===== config.mk =====
export PLATFORM = sky130hd
export DESIGN_NAME = dp_ram_sync_flat
export DESIGN_NICKNAME = d
export VERILOG_FILES = /design/src/rtl/dp_ram_sync_pkg.sv /design/src/rtl/dp_ram_sync_if.sv /design/src/rtl/dp_ram_sync_port.sv /design/src/rtl/dp_ram_sync.sv /design/src/flat_wrapper.sv
export SDC_FILE = /design/constraint.sdc
export NUM_CORES = 1
export LEC_CHECK = 0
export BUFFER_PORTS_ARGS = -buffer_cell sky130_fd_sc_hd__buf_2
export CAP_MARGIN = 20
export CORE_MARGIN = 5
export CORE_UTILIZATION = 60
export DETAILED_ROUTE_END_ITERATION = 8
export PLACE_DENSITY_LB_ADDON = 0.2
export SLEW_MARGIN = 20
export SYNTH_ARGS = -nofsm -noshare
export SYNTH_HDL_FRONTEND = slang
export SYNTH_SLANG_ARGS = --single-unit

===== constraint.sdc =====
create_clock -name clk -period 3.7 [get_ports clk]
set_input_delay 0.37 -clock clk [delete_from_list [all_inputs] [get_ports clk]]
set_output_delay 0.37 -clock clk [all_outputs]
set_load 0.03 [all_outputs]

===== src/rtl/dp_ram_sync_pkg.sv =====
// dp_ram_sync_pkg
// Purpose: constants and types shared by the dual-port RAM slice.
//   RD_FIRST / WR_FIRST / NO_CHANGE select what a port returns when it
//   writes; state_t is the clear-sequencer state.
// Ports: none (package).
package dp_ram_sync_pkg;

  localparam int RD_FIRST  = 0;
  localparam int WR_FIRST  = 1;
  localparam int NO_CHANGE = 2;

  typedef enum logic {
    ST_CLEAR = 1'b0,
    ST_READY = 1'b1
  } state_t;

endpackage


===== src/rtl/dp_ram_sync_if.sv =====
// dp_ram_sync_if
// Purpose: one RAM access port (request plus response).
// Signals: en, we, be, addr, data_in (master -> RAM);
//          data_out, valid (RAM -> master).
// Modports: master (requester side), slave (RAM side).
interface dp_ram_sync_if #(
  parameter int DATA  = 32,
  parameter int LANE  = 8,
  parameter int DEPTH = 16
);
  localparam int LANES = DATA / LANE;
  localparam int ADDR  = $clog2(DEPTH);

  logic             en;
  logic             we;
  logic [LANES-1:0] be;
  logic [ADDR-1:0]  addr;
  logic [DATA-1:0]  data_in;
  logic [DATA-1:0]  data_out;
  logic             valid;

  modport master (output en, we, be, addr, data_in, input data_out, valid);
  modport slave  (input en, we, be, addr, data_in, output data_out, valid);

endinterface


===== src/rtl/dp_ram_sync_port.sv =====
// dp_ram_port
// Purpose: per-port response path: read-mode mux, optional output register
//   and valid pipeline.
// Ports:
//   clk, rst  clock and asynchronous active-high reset
//   i_ld      an access producing a response was accepted this cycle
//   i_wr      that access was a write
//   i_be      its lane enables
//   i_din     its write data
//   i_old     registered array word (pre-write contents), valid after i_ld
//   o_data    response data, holds when o_valid is low
//   o_valid   one-cycle pulse per response
module dp_ram_port
  import dp_ram_sync_pkg::*;
#(
  parameter int DATA    = 32,
  parameter int LANE    = 8,
  parameter int RD_MODE = 0,
  parameter int OUT_REG = 0,
  localparam int LANES  = DATA / LANE
) (
  input  logic             clk,
  input  logic             rst,
  input  logic             i_ld,
  input  logic             i_wr,
  input  logic [LANES-1:0] i_be,
  input  logic [DATA-1:0]  i_din,
  input  logic [DATA-1:0]  i_old,
  output logic [DATA-1:0]  o_data,
  output logic             o_valid
);

  logic             r_vld_s1;
  logic             r_wr_s1;
  logic [LANES-1:0] r_be_s1;
  logic [DATA-1:0]  r_din_s1;
  logic [DATA-1:0]  w_merged;
  logic [DATA-1:0]  w_word;

  // Request attributes load only with a response so that the unregistered
  // output stays stable between responses.
  always_ff @(posedge clk or posedge rst) begin
    if (rst) begin
      r_vld_s1 <= 1'b0;
      r_wr_s1  <= 1'b0;
      r_be_s1  <= '0;
      r_din_s1 <= '0;
    end else begin
      r_vld_s1 <= i_ld;
      if (i_ld) begin
        r_wr_s1  <= i_wr;
        r_be_s1  <= i_be;
        r_din_s1 <= i_din;
      end
    end
  end

  for (genvar gi = 0; gi < LANES; gi++) begin : g_merge
    assign w_merged[gi*LANE +: LANE] = r_be_s1[gi] ? r_din_s1[gi*LANE +: LANE]
                                                   : i_old[gi*LANE +: LANE];
  end

  // Write-first shows this port's own merge; reads always see the old word.
  assign w_word = ((RD_MODE == WR_FIRST) && r_wr_s1) ? w_merged : i_old;

  if (OUT_REG != 0) begin : g_oreg
    logic [DATA-1:0] r_dout;
    logic            r_vld_s2;
    always_ff @(posedge clk or posedge rst) begin
      if (rst) begin
        r_dout   <= '0;
        r_vld_s2 <= 1'b0;
      end else begin
        r_vld_s2 <= r_vld_s1;
        if (r_vld_s1) r_dout <= w_word;
      end
    end
    assign o_data  = r_dout;
    assign o_valid = r_vld_s2;
  end else begin : g_noreg
    assign o_data  = w_word;
    assign o_valid = r_vld_s1;
  end

endmodule


===== src/rtl/dp_ram_sync.sv =====
// dp_ram_sync
// Purpose: single-clock true dual-port RAM with lane write enables,
//   selectable same-port read-during-write behaviour, optional output
//   register, A-wins collision resolution and a post-reset clear sequencer.
// Ports:
//   clk          rising-edge clock for both ports
//   rst          asynchronous active-high reset
//   o_init_done  array ready; port requests are discarded while low
//   o_collide    one-cycle pulse after both ports wrote overlapping lanes
//                of the same word
//   port_a/b     access ports (dp_ram_sync_if.slave)
module dp_ram_sync
  import dp_ram_sync_pkg::*;
#(
  parameter int DATA         = 32,
  parameter int LANE         = 8,
  parameter int DEPTH        = 16,
  parameter int RD_MODE      = 0,
  parameter int OUT_REG      = 0,
  parameter int CLEAR_ON_RST = 1
) (
  input  logic         clk,
  input  logic         rst,
  output logic         o_init_done,
  output logic         o_collide,
  dp_ram_sync_if.slave port_a,
  dp_ram_sync_if.slave port_b
);

  localparam int LANES = DATA / LANE;
  localparam int ADDR  = $clog2(DEPTH);
  localparam logic [ADDR:0]   DEPTH_W = (ADDR+1)'(DEPTH);
  localparam logic [ADDR-1:0] LAST    = ADDR'(DEPTH - 1);

  state_t          r_state, w_state_next;
  logic [ADDR-1:0] r_cnt, w_cnt_next;
  logic            r_init_done;
  logic            r_collide;
  logic            w_clr_we;

  // Clear FSM: state register
  always_ff @(posedge clk or posedge rst) begin
    if (rst) begin
      r_state     <= (CLEAR_ON_RST != 0) ? ST_CLEAR : ST_READY;
      r_cnt       <= '0;
      r_init_done <= 1'b0;
    end else begin
      r_state     <= w_state_next;
      r_cnt       <= w_cnt_next;
      r_init_done <= (r_state == ST_READY);
    end
  end

  // Clear FSM: next state, one word zeroed per cycle
  always_comb begin
    w_state_next = r_state;
    w_cnt_next   = r_cnt;
    case (r_state)
      ST_CLEAR: begin
        if (r_cnt == LAST) begin
          w_state_next = ST_READY;
          w_cnt_next   = '0;
        end else begin
          w_cnt_next = r_cnt + 1'b1;
        end
      end
      default: ;
    endcase
  end

  // Clear FSM: outputs
  always_comb begin
    w_clr_we = (r_state == ST_CLEAR);
  end

  // Access decode. init_done is low for the whole of CLEAR, so port writes
  // never contend with the clear write.
  logic w_acc_a, w_acc_b, w_wr_a, w_wr_b, w_ld_a, w_ld_b, w_same, w_collide;
  assign w_acc_a   = r_init_done & port_a.en & ({1'b0, port_a.addr} < DEPTH_W);
  assign w_acc_b   = r_init_done & port_b.en & ({1'b0, port_b.addr} < DEPTH_W);
  assign w_wr_a    = w_acc_a & port_a.we;
  assign w_wr_b    = w_acc_b & port_b.we;
  assign w_ld_a    = w_acc_a & ~(port_a.we & (RD_MODE == NO_CHANGE));
  assign w_ld_b    = w_acc_b & ~(port_b.we & (RD_MODE == NO_CHANGE));
  assign w_same    = (port_a.addr == port_b.addr);
  assign w_collide = w_wr_a & w_wr_b & w_same & (|(port_a.be & port_b.be));

  always_ff @(posedge clk or posedge rst) begin
    if (rst) r_collide <= 1'b0;
    else     r_collide <= w_collide;
  end

  // One narrow array per lane keeps lane writes independent.
  logic [DATA-1:0] w_old_a, w_old_b;
  for (genvar gi = 0; gi < LANES; gi++) begin : g_lane
    logic [LANE-1:0] r_mem [DEPTH];
    logic [LANE-1:0] r_rd_a, r_rd_b;
    logic            w_we_a, w_we_b;

    assign w_we_a = w_wr_a & port_a.be[gi];
    // Port A owns a lane both ports write at the same address.
    assign w_we_b = w_wr_b & port_b.be[gi] & ~(w_we_a & w_same);

    always_ff @(posedge clk) begin
      if (w_clr_we) begin
        r_mem[r_cnt] <= '0;
      end else begin
        if (w_we_a) r_mem[port_a.addr] <= port_a.data_in[gi*LANE +: LANE];
        if (w_we_b) r_mem[port_b.addr] <= port_b.data_in[gi*LANE +: LANE];
      end
    end

    // Registered read captures pre-write contents, giving read-first and
    // old-data cross-port behaviour directly.
    always_ff @(posedge clk or posedge rst) begin
      if (rst) begin
        r_rd_a <= '0;
        r_rd_b <= '0;
      end else begin
        if (w_ld_a) r_rd_a <= r_mem[port_a.addr];
        if (w_ld_b) r_rd_b <= r_mem[port_b.addr];
      end
    end

    assign w_old_a[gi*LANE +: LANE] = r_rd_a;
    assign w_old_b[gi*LANE +: LANE] = r_rd_b;
  end

  logic [DATA-1:0] w_dout_a, w_dout_b;
  logic            w_valid_a, w_valid_b;

  dp_ram_port #(.DATA(DATA), .LANE(LANE), .RD_MODE(RD_MODE), .OUT_REG(OUT_REG)) u_port_a (
    .clk     (clk),
    .rst     (rst),
    .i_ld    (w_ld_a),
    .i_wr    (port_a.we),
    .i_be    (port_a.be),
    .i_din   (port_a.data_in),
    .i_old   (w_old_a),
    .o_data  (w_dout_a),
    .o_valid (w_valid_a)
  );

  dp_ram_port #(.DATA(DATA), .LANE(LANE), .RD_MODE(RD_MODE), .OUT_REG(OUT_REG)) u_port_b (
    .clk     (clk),
    .rst     (rst),
    .i_ld    (w_ld_b),
    .i_wr    (port_b.we),
    .i_be    (port_b.be),
    .i_din   (port_b.data_in),
    .i_old   (w_old_b),
    .o_data  (w_dout_b),
    .o_valid (w_valid_b)
  );

  assign port_a.data_out = w_dout_a;
  assign port_a.valid    = w_valid_a;
  assign port_b.data_out = w_dout_b;
  assign port_b.valid    = w_valid_b;
  assign o_init_done     = r_init_done;
  assign o_collide       = r_collide;

endmodule


===== src/flat_wrapper.sv =====
// flat-port wrapper written by rule: the top's interface ports become plain ports
module dp_ram_sync_flat import dp_ram_sync_pkg::*;
#(
  parameter int DATA         = 32,
  parameter int LANE         = 8,
  parameter int DEPTH        = 16,
  parameter int RD_MODE      = 0,
  parameter int OUT_REG      = 0,
  parameter int CLEAR_ON_RST = 1
)
  (clk, rst, o_init_done, o_collide, port_a_en, port_a_we, port_a_be, port_a_addr, port_a_data_in, port_a_data_out, port_a_valid, port_b_en, port_b_we, port_b_be, port_b_addr, port_b_data_in, port_b_data_out, port_b_valid);
  dp_ram_sync_if #(.DATA(DATA), .LANE(LANE), .DEPTH(DEPTH)) port_a_i ();
  dp_ram_sync_if #(.DATA(DATA), .LANE(LANE), .DEPTH(DEPTH)) port_b_i ();
  input  logic clk;
  input  logic rst;
  output logic o_init_done;
  output logic o_collide;
  input wire logic [$bits(port_a_i.en)-1:0] port_a_en;
  input wire logic [$bits(port_a_i.we)-1:0] port_a_we;
  input wire logic [$bits(port_a_i.be)-1:0] port_a_be;
  input wire logic [$bits(port_a_i.addr)-1:0] port_a_addr;
  input wire logic [$bits(port_a_i.data_in)-1:0] port_a_data_in;
  output wire logic [$bits(port_a_i.data_out)-1:0] port_a_data_out;
  output wire logic [$bits(port_a_i.valid)-1:0] port_a_valid;
  input wire logic [$bits(port_b_i.en)-1:0] port_b_en;
  input wire logic [$bits(port_b_i.we)-1:0] port_b_we;
  input wire logic [$bits(port_b_i.be)-1:0] port_b_be;
  input wire logic [$bits(port_b_i.addr)-1:0] port_b_addr;
  input wire logic [$bits(port_b_i.data_in)-1:0] port_b_data_in;
  output wire logic [$bits(port_b_i.data_out)-1:0] port_b_data_out;
  output wire logic [$bits(port_b_i.valid)-1:0] port_b_valid;
  assign port_a_i.en = port_a_en;
  assign port_a_i.we = port_a_we;
  assign port_a_i.be = port_a_be;
  assign port_a_i.addr = port_a_addr;
  assign port_a_i.data_in = port_a_data_in;
  assign port_a_data_out = port_a_i.data_out;
  assign port_a_valid = port_a_i.valid;
  assign port_b_i.en = port_b_en;
  assign port_b_i.we = port_b_we;
  assign port_b_i.be = port_b_be;
  assign port_b_i.addr = port_b_addr;
  assign port_b_i.data_in = port_b_data_in;
  assign port_b_data_out = port_b_i.data_out;
  assign port_b_valid = port_b_i.valid;
  dp_ram_sync #(.DATA(DATA), .LANE(LANE), .DEPTH(DEPTH), .RD_MODE(RD_MODE), .OUT_REG(OUT_REG), .CLEAR_ON_RST(CLEAR_ON_RST)) u_core (.clk(clk), .rst(rst), .o_init_done(o_init_done), .o_collide(o_collide), .port_a(port_a_i), .port_b(port_b_i));
endmodule

# Word-level counts from Yosys, hierarchy flattened
# Memories as Yosys holds them, arrays and structs flattened. A register that Yosys moved wholly into a read port is not among the register bits.
# Cells that the tools add are included.
# totals
memories	4
ram_bits	512
elab_cells	86
inputBits	86
regBits	9
out_inout_bits	68
# memory_table
memory	words	width	read_ports	rd_ports_with_merged_regs	write_ports	line	text
u_core.g_lane[0].r_mem	16	8	2	2	2	dp_ram_sync.sv:96	logic [LANE-1:0] r_mem [DEPTH];
u_core.g_lane[1].r_mem	16	8	2	2	2	dp_ram_sync.sv:96	
u_core.g_lane[2].r_mem	16	8	2	2	2	dp_ram_sync.sv:96	
u_core.g_lane[3].r_mem	16	8	2	2	2	dp_ram_sync.sv:96	
# op_classes
eq_ne	2
n_addsub	1
muxes	40
reduce_logical	5
n_bitwise	28
# ops
op	n
8-bit two-way mux	4
8-bit OR reduction	4
1-bit two-way mux	31
1-bit bitwise AND	23
4-bit two-way mux	5
4-bit by 1-bit adder with 4-bit output, second input constant	1
4-bit bitwise AND	1
4-bit equality test	1
4-bit equality test, second input constant	1
1-bit inverter	4
4-bit OR reduction	1

# Depth between registers and ports, before layout
# logic_depth
word_depth	9
mapped_depth	9
mapped_depth_nobuf	6

# Modules after synthesis
# From an unflattened synthesis, not the netlist that was laid out.
# unflattened
hier_cells	2729
area_unflattened_um2	35701.7
# by_module_without_submodules
module	seq_area_each_um2	cells_each	n_inst	area_each_um2
dp_ram_sync	17151.4	2661	1	35163.7
dp_ram_port	25.0	34	2	269.0

# Worst setup path after synthesis
# No wires, ideal clock.
# synth_path
path_type	flip-flop to flip-flop
start	reg u_core.r_init_done (netlist: u_core.o_init_done)
end	mem u_core.g_lane[2].r_mem[10][0] (enable)
path_slack_ps	925
t_required_ps	3325
setup_ps	375
stages_incl_launch_ff	9
arrival_ps	2400
period_less_slack_ps	2775
path_buffers	3
path_cell_list	dfrtp_1 > and4_1 > clkbuf_1 > and2_1 > clkbuf_1 > clkbuf_1 > nand3_1 > and2_1 > o21bai_1
# synth_rtl
item	line	text
start, declared	dp_ram_sync.sv:37	logic r_init_done;
start signal, assigned	dp_ram_sync.sv:50	r_init_done <= (r_state == ST_READY);
end, declared	dp_ram_sync.sv:96	

==> results.json <==
{
  "gp_congestion": 1.05,
  "drtIter0Drc": 4755,
  "portBuffers": 153,
  "drtAntennaViolNets": 0,
  "die-area_um2": 61800,
  "num-nets-final": 3268,
  "final_common_cell": "nand2_1",
  "synth_area_um2": 34100,
  "initial_core_util": 0.606,
  "path_class": "reg2reg",
  "period_share": 0.809,
  "ff2ff_path_depth": 7,
  "postSynthCellCount": 3125,
  "timing.critical_path.cells": "buf_4 -> or3_1 -> o21ai_0 -> nand2_1 -> buf_4 -> o21ai_0 -> or2_2",
  "wl_met2_um": 53500,
  "critPathArrivalTime_ns": 3.31,
  "wl_met1_um": 44800,
  "ff2ff_setup_slack_ns": 0.71,
  "dominantRegCellSynth": "edfxtp_1",
  "endpoint_kind": "flip-flop",
  "cts-htree-levels": 2,
  "crit_path_max_incr_delay_ns": 0.45,
  "hold_depth": 3,
  "ys_warn_count": 0,
  "post-cts-setup-buffers": 0,
  "hold_violations": 0,
  "slew_violations": 0,
  "synth_edf_count": 512,
  "antenna_found_initial": 5,
  "fp-row-count": 87,
  "dieWidth_um": 249,
  "status": "finished, final reports clean",
  "vias": 28600,
  "final_cell_count_no_fill": 3989,
  "root_buffer": "clkbuf_16",
  "critPathRequiredTime_ns": 4.02,
  "min_period_ns": 2.99,
  "synth-seq-cells": 585,
  "leakage_nw": 15.0,
  "dieHeight_um": 249,
  "areaGrowthSynthToFinish_pct": 10.9,
  "placed_cells": 3871,
  "grt_pass1_vias": 27400,
  "wl_um": 124000,
  "rsz0062_at_grt": "no",
  "cp_slowest_cell": "o21ai_0",
  "yosysSeqAreaShare": 0.504,
  "ios": 154,
  "peakVddDrop_mv": 0.436,
  "ys_types": 57,
  "cap_violations": 0,
  "tightest_slew_ns": 1.15,
  "final_cell_mix": "nand2_1 (537), edfxtp_1 (512), o21ai_0 (409)",
  "start_kind": "flip-flop",
  "dr_wl_met3_um": 18200,
  "synth_nets": 3212,
  "vias_per_cell": 7.18,
  "grt_pass1_wl_um": 179000,
  "drive_gt1_frac": 0.198,
  "clock_sinks": 585,
  "relSlewSlack": 0.231,
  "p_per_area_nw_per_um2": 405,
  "cts_buffers": 61,
  "grt_util_all_layers": 0.384,
  "min_path_type": "in2reg",
  "avgSynthCellArea_um2": 10.9,
  "cts_resized": 0,
  "core_area_um2": 56400,
  "setup_viol": 0,
  "fmax_mhz": 334,
  "clockBufferDepth": 3,
  "overflow": 0,
  "cts.clk_slew.worst_paths_ns": 0.07,
  "top_layer_used": "met5",
  "fin_skew_ns": 0.0154,
  "critPathMaxFanout": 12,
  "async_flop_share": 0.125,
  "fillers": 4237,
  "clk_latency_ns": 0.64,
  "grt_max_degree": 105,
  "first_pass_iters": 6,
  "routedWlPerCell_um": 31.0,
  "hpwlAfterDp_um": 81800,
  "setup_tns_ns": 0,
  "tritoncts": "done",
  "drc_errors": 0
}
through the flow:
step	total power, W	worst slack (ns)	cell area, µm²	util	hold slack [ns]
finish	0.0154	0.708	37900	0.672	0.108
global route	0.0157	0.677	37900	0.672	0.102
CTS	0.0153	0.698	37900	0.672	0.0462
detailed placement	0.00904	0.578	35800	0.635	0.451
global placement	0.00901	0.638	35800	0.635	0.445
floorplan	0.00844	0.925	34100	-	0.422
per-layer routing:
layer,vias up,global-route usage
met5,-,0
met4,6,0.185
met3,461,0.117
met2,2410,0.568
met1,13800,0.520
li1,12000,-
path summary, 6_finish.rpt:
path / start / endpoint
max: u_core.r_state / u_core.g_lane[0].r_mem[8][6]
min: port_b_we / u_core.o_collide
max reg2reg: u_core.r_state / u_core.g_lane[0].r_mem[8][6]
min reg2reg: u_core.g_lane[3].r_rd_a[4] / u_core.g_lane[3].r_rd_a[4]
max in group asynchronous: rst / u_core.g_lane[1].r_rd_b[6]
min in group asynchronous: rst / u_core.g_lane[2].r_rd_b[5]
power by group:
group | leakage, nW | internal [W] | total (W) | switching [W]
Clock | 0.993 | 0.00374 | 0.00639 | 0.00265
Combinational | 7.32 | 0.000489 | 0.00167 | 0.00118
Sequential | 6.72 | 0.00723 | 0.00729 | 0.0000632
timing repair:
item                                    in CTS  in global routing
hold endpoints to repair                    29                  0
endpoints found under the setup margin       0                  0
hold buffers                                 1                  0
registers in the layout (all words and copies together) (netlist names):
register / count
u_core.u_port_b.o_valid: 1
u_core.o_collide: 1
u_core.g_lane.r_rd_a: 32
u_core.r_cnt: 4
u_core.g_lane.r_rd_b: 32
u_core.o_init_done: 1
u_core.g_lane.r_mem: 512
u_core.r_state: 1
u_core.u_port_a.o_valid: 1
critical path: cells and delay by family (launching register included):
family | cells | cell delay (ns)
AOI/OAI and AO/OA | 2 | 0.88
buffers and inverters | 2 | 0.42
DFF | 1 | 0.43
and+or+nand+nor | 3 | 0.94
final cells by class:
class	instances	area, µm²	area share
multi-input combinational	2236	15700	0.416
clock inverter	34	394	0.0104
clock buffer	79	1640	0.0434
inverter	5	21.3	0.000561
timing repair buffer	292	1930	0.0508
sequential	585	17200	0.454
antenna	2	5.00	0.000132
tap	756	946	0.0250
Yosys cell counts (73+ instances only):
| master | number | area [µm²] |
|---|---|---|
| a22oi_1 | 107 | 803 |
| mux2i_1 | 404 | 4040 |
| nand3_1 | 77 | 385 |
| clkbuf_1 | 204 | 766 |
| mux2_2 | 121 | 1360 |
| o21ai_0 | 409 | 2050 |
| nor2_1 | 73 | 274 |
| a21oi_1 | 79 | 395 |
| dfrtp_1 | 73 | 1830 |
| nand2_1 | 538 | 2020 |
| edfxtp_1 | 512 | 15400 |
kinds of logic (layout without fill, tap and decap cells):
kind of cell / after synthesis / after routing / synth area share
and+or+nand+nor: 849 / 849 / 0.113
other: 0 / 2 / 0
AOI/OAI and AO/OA: 802 / 802 / 0.152
muxes: 579 / 579 / 0.194
buffers and inverters: 304 / 410 / 0.0361
xor gates and xnor gates: 5 / 5 / 0.00128
adders and majority gates: 1 / 1 / 0.000366
DFF: 585 / 585 / 0.504
(Power assumes the default switching activity.)
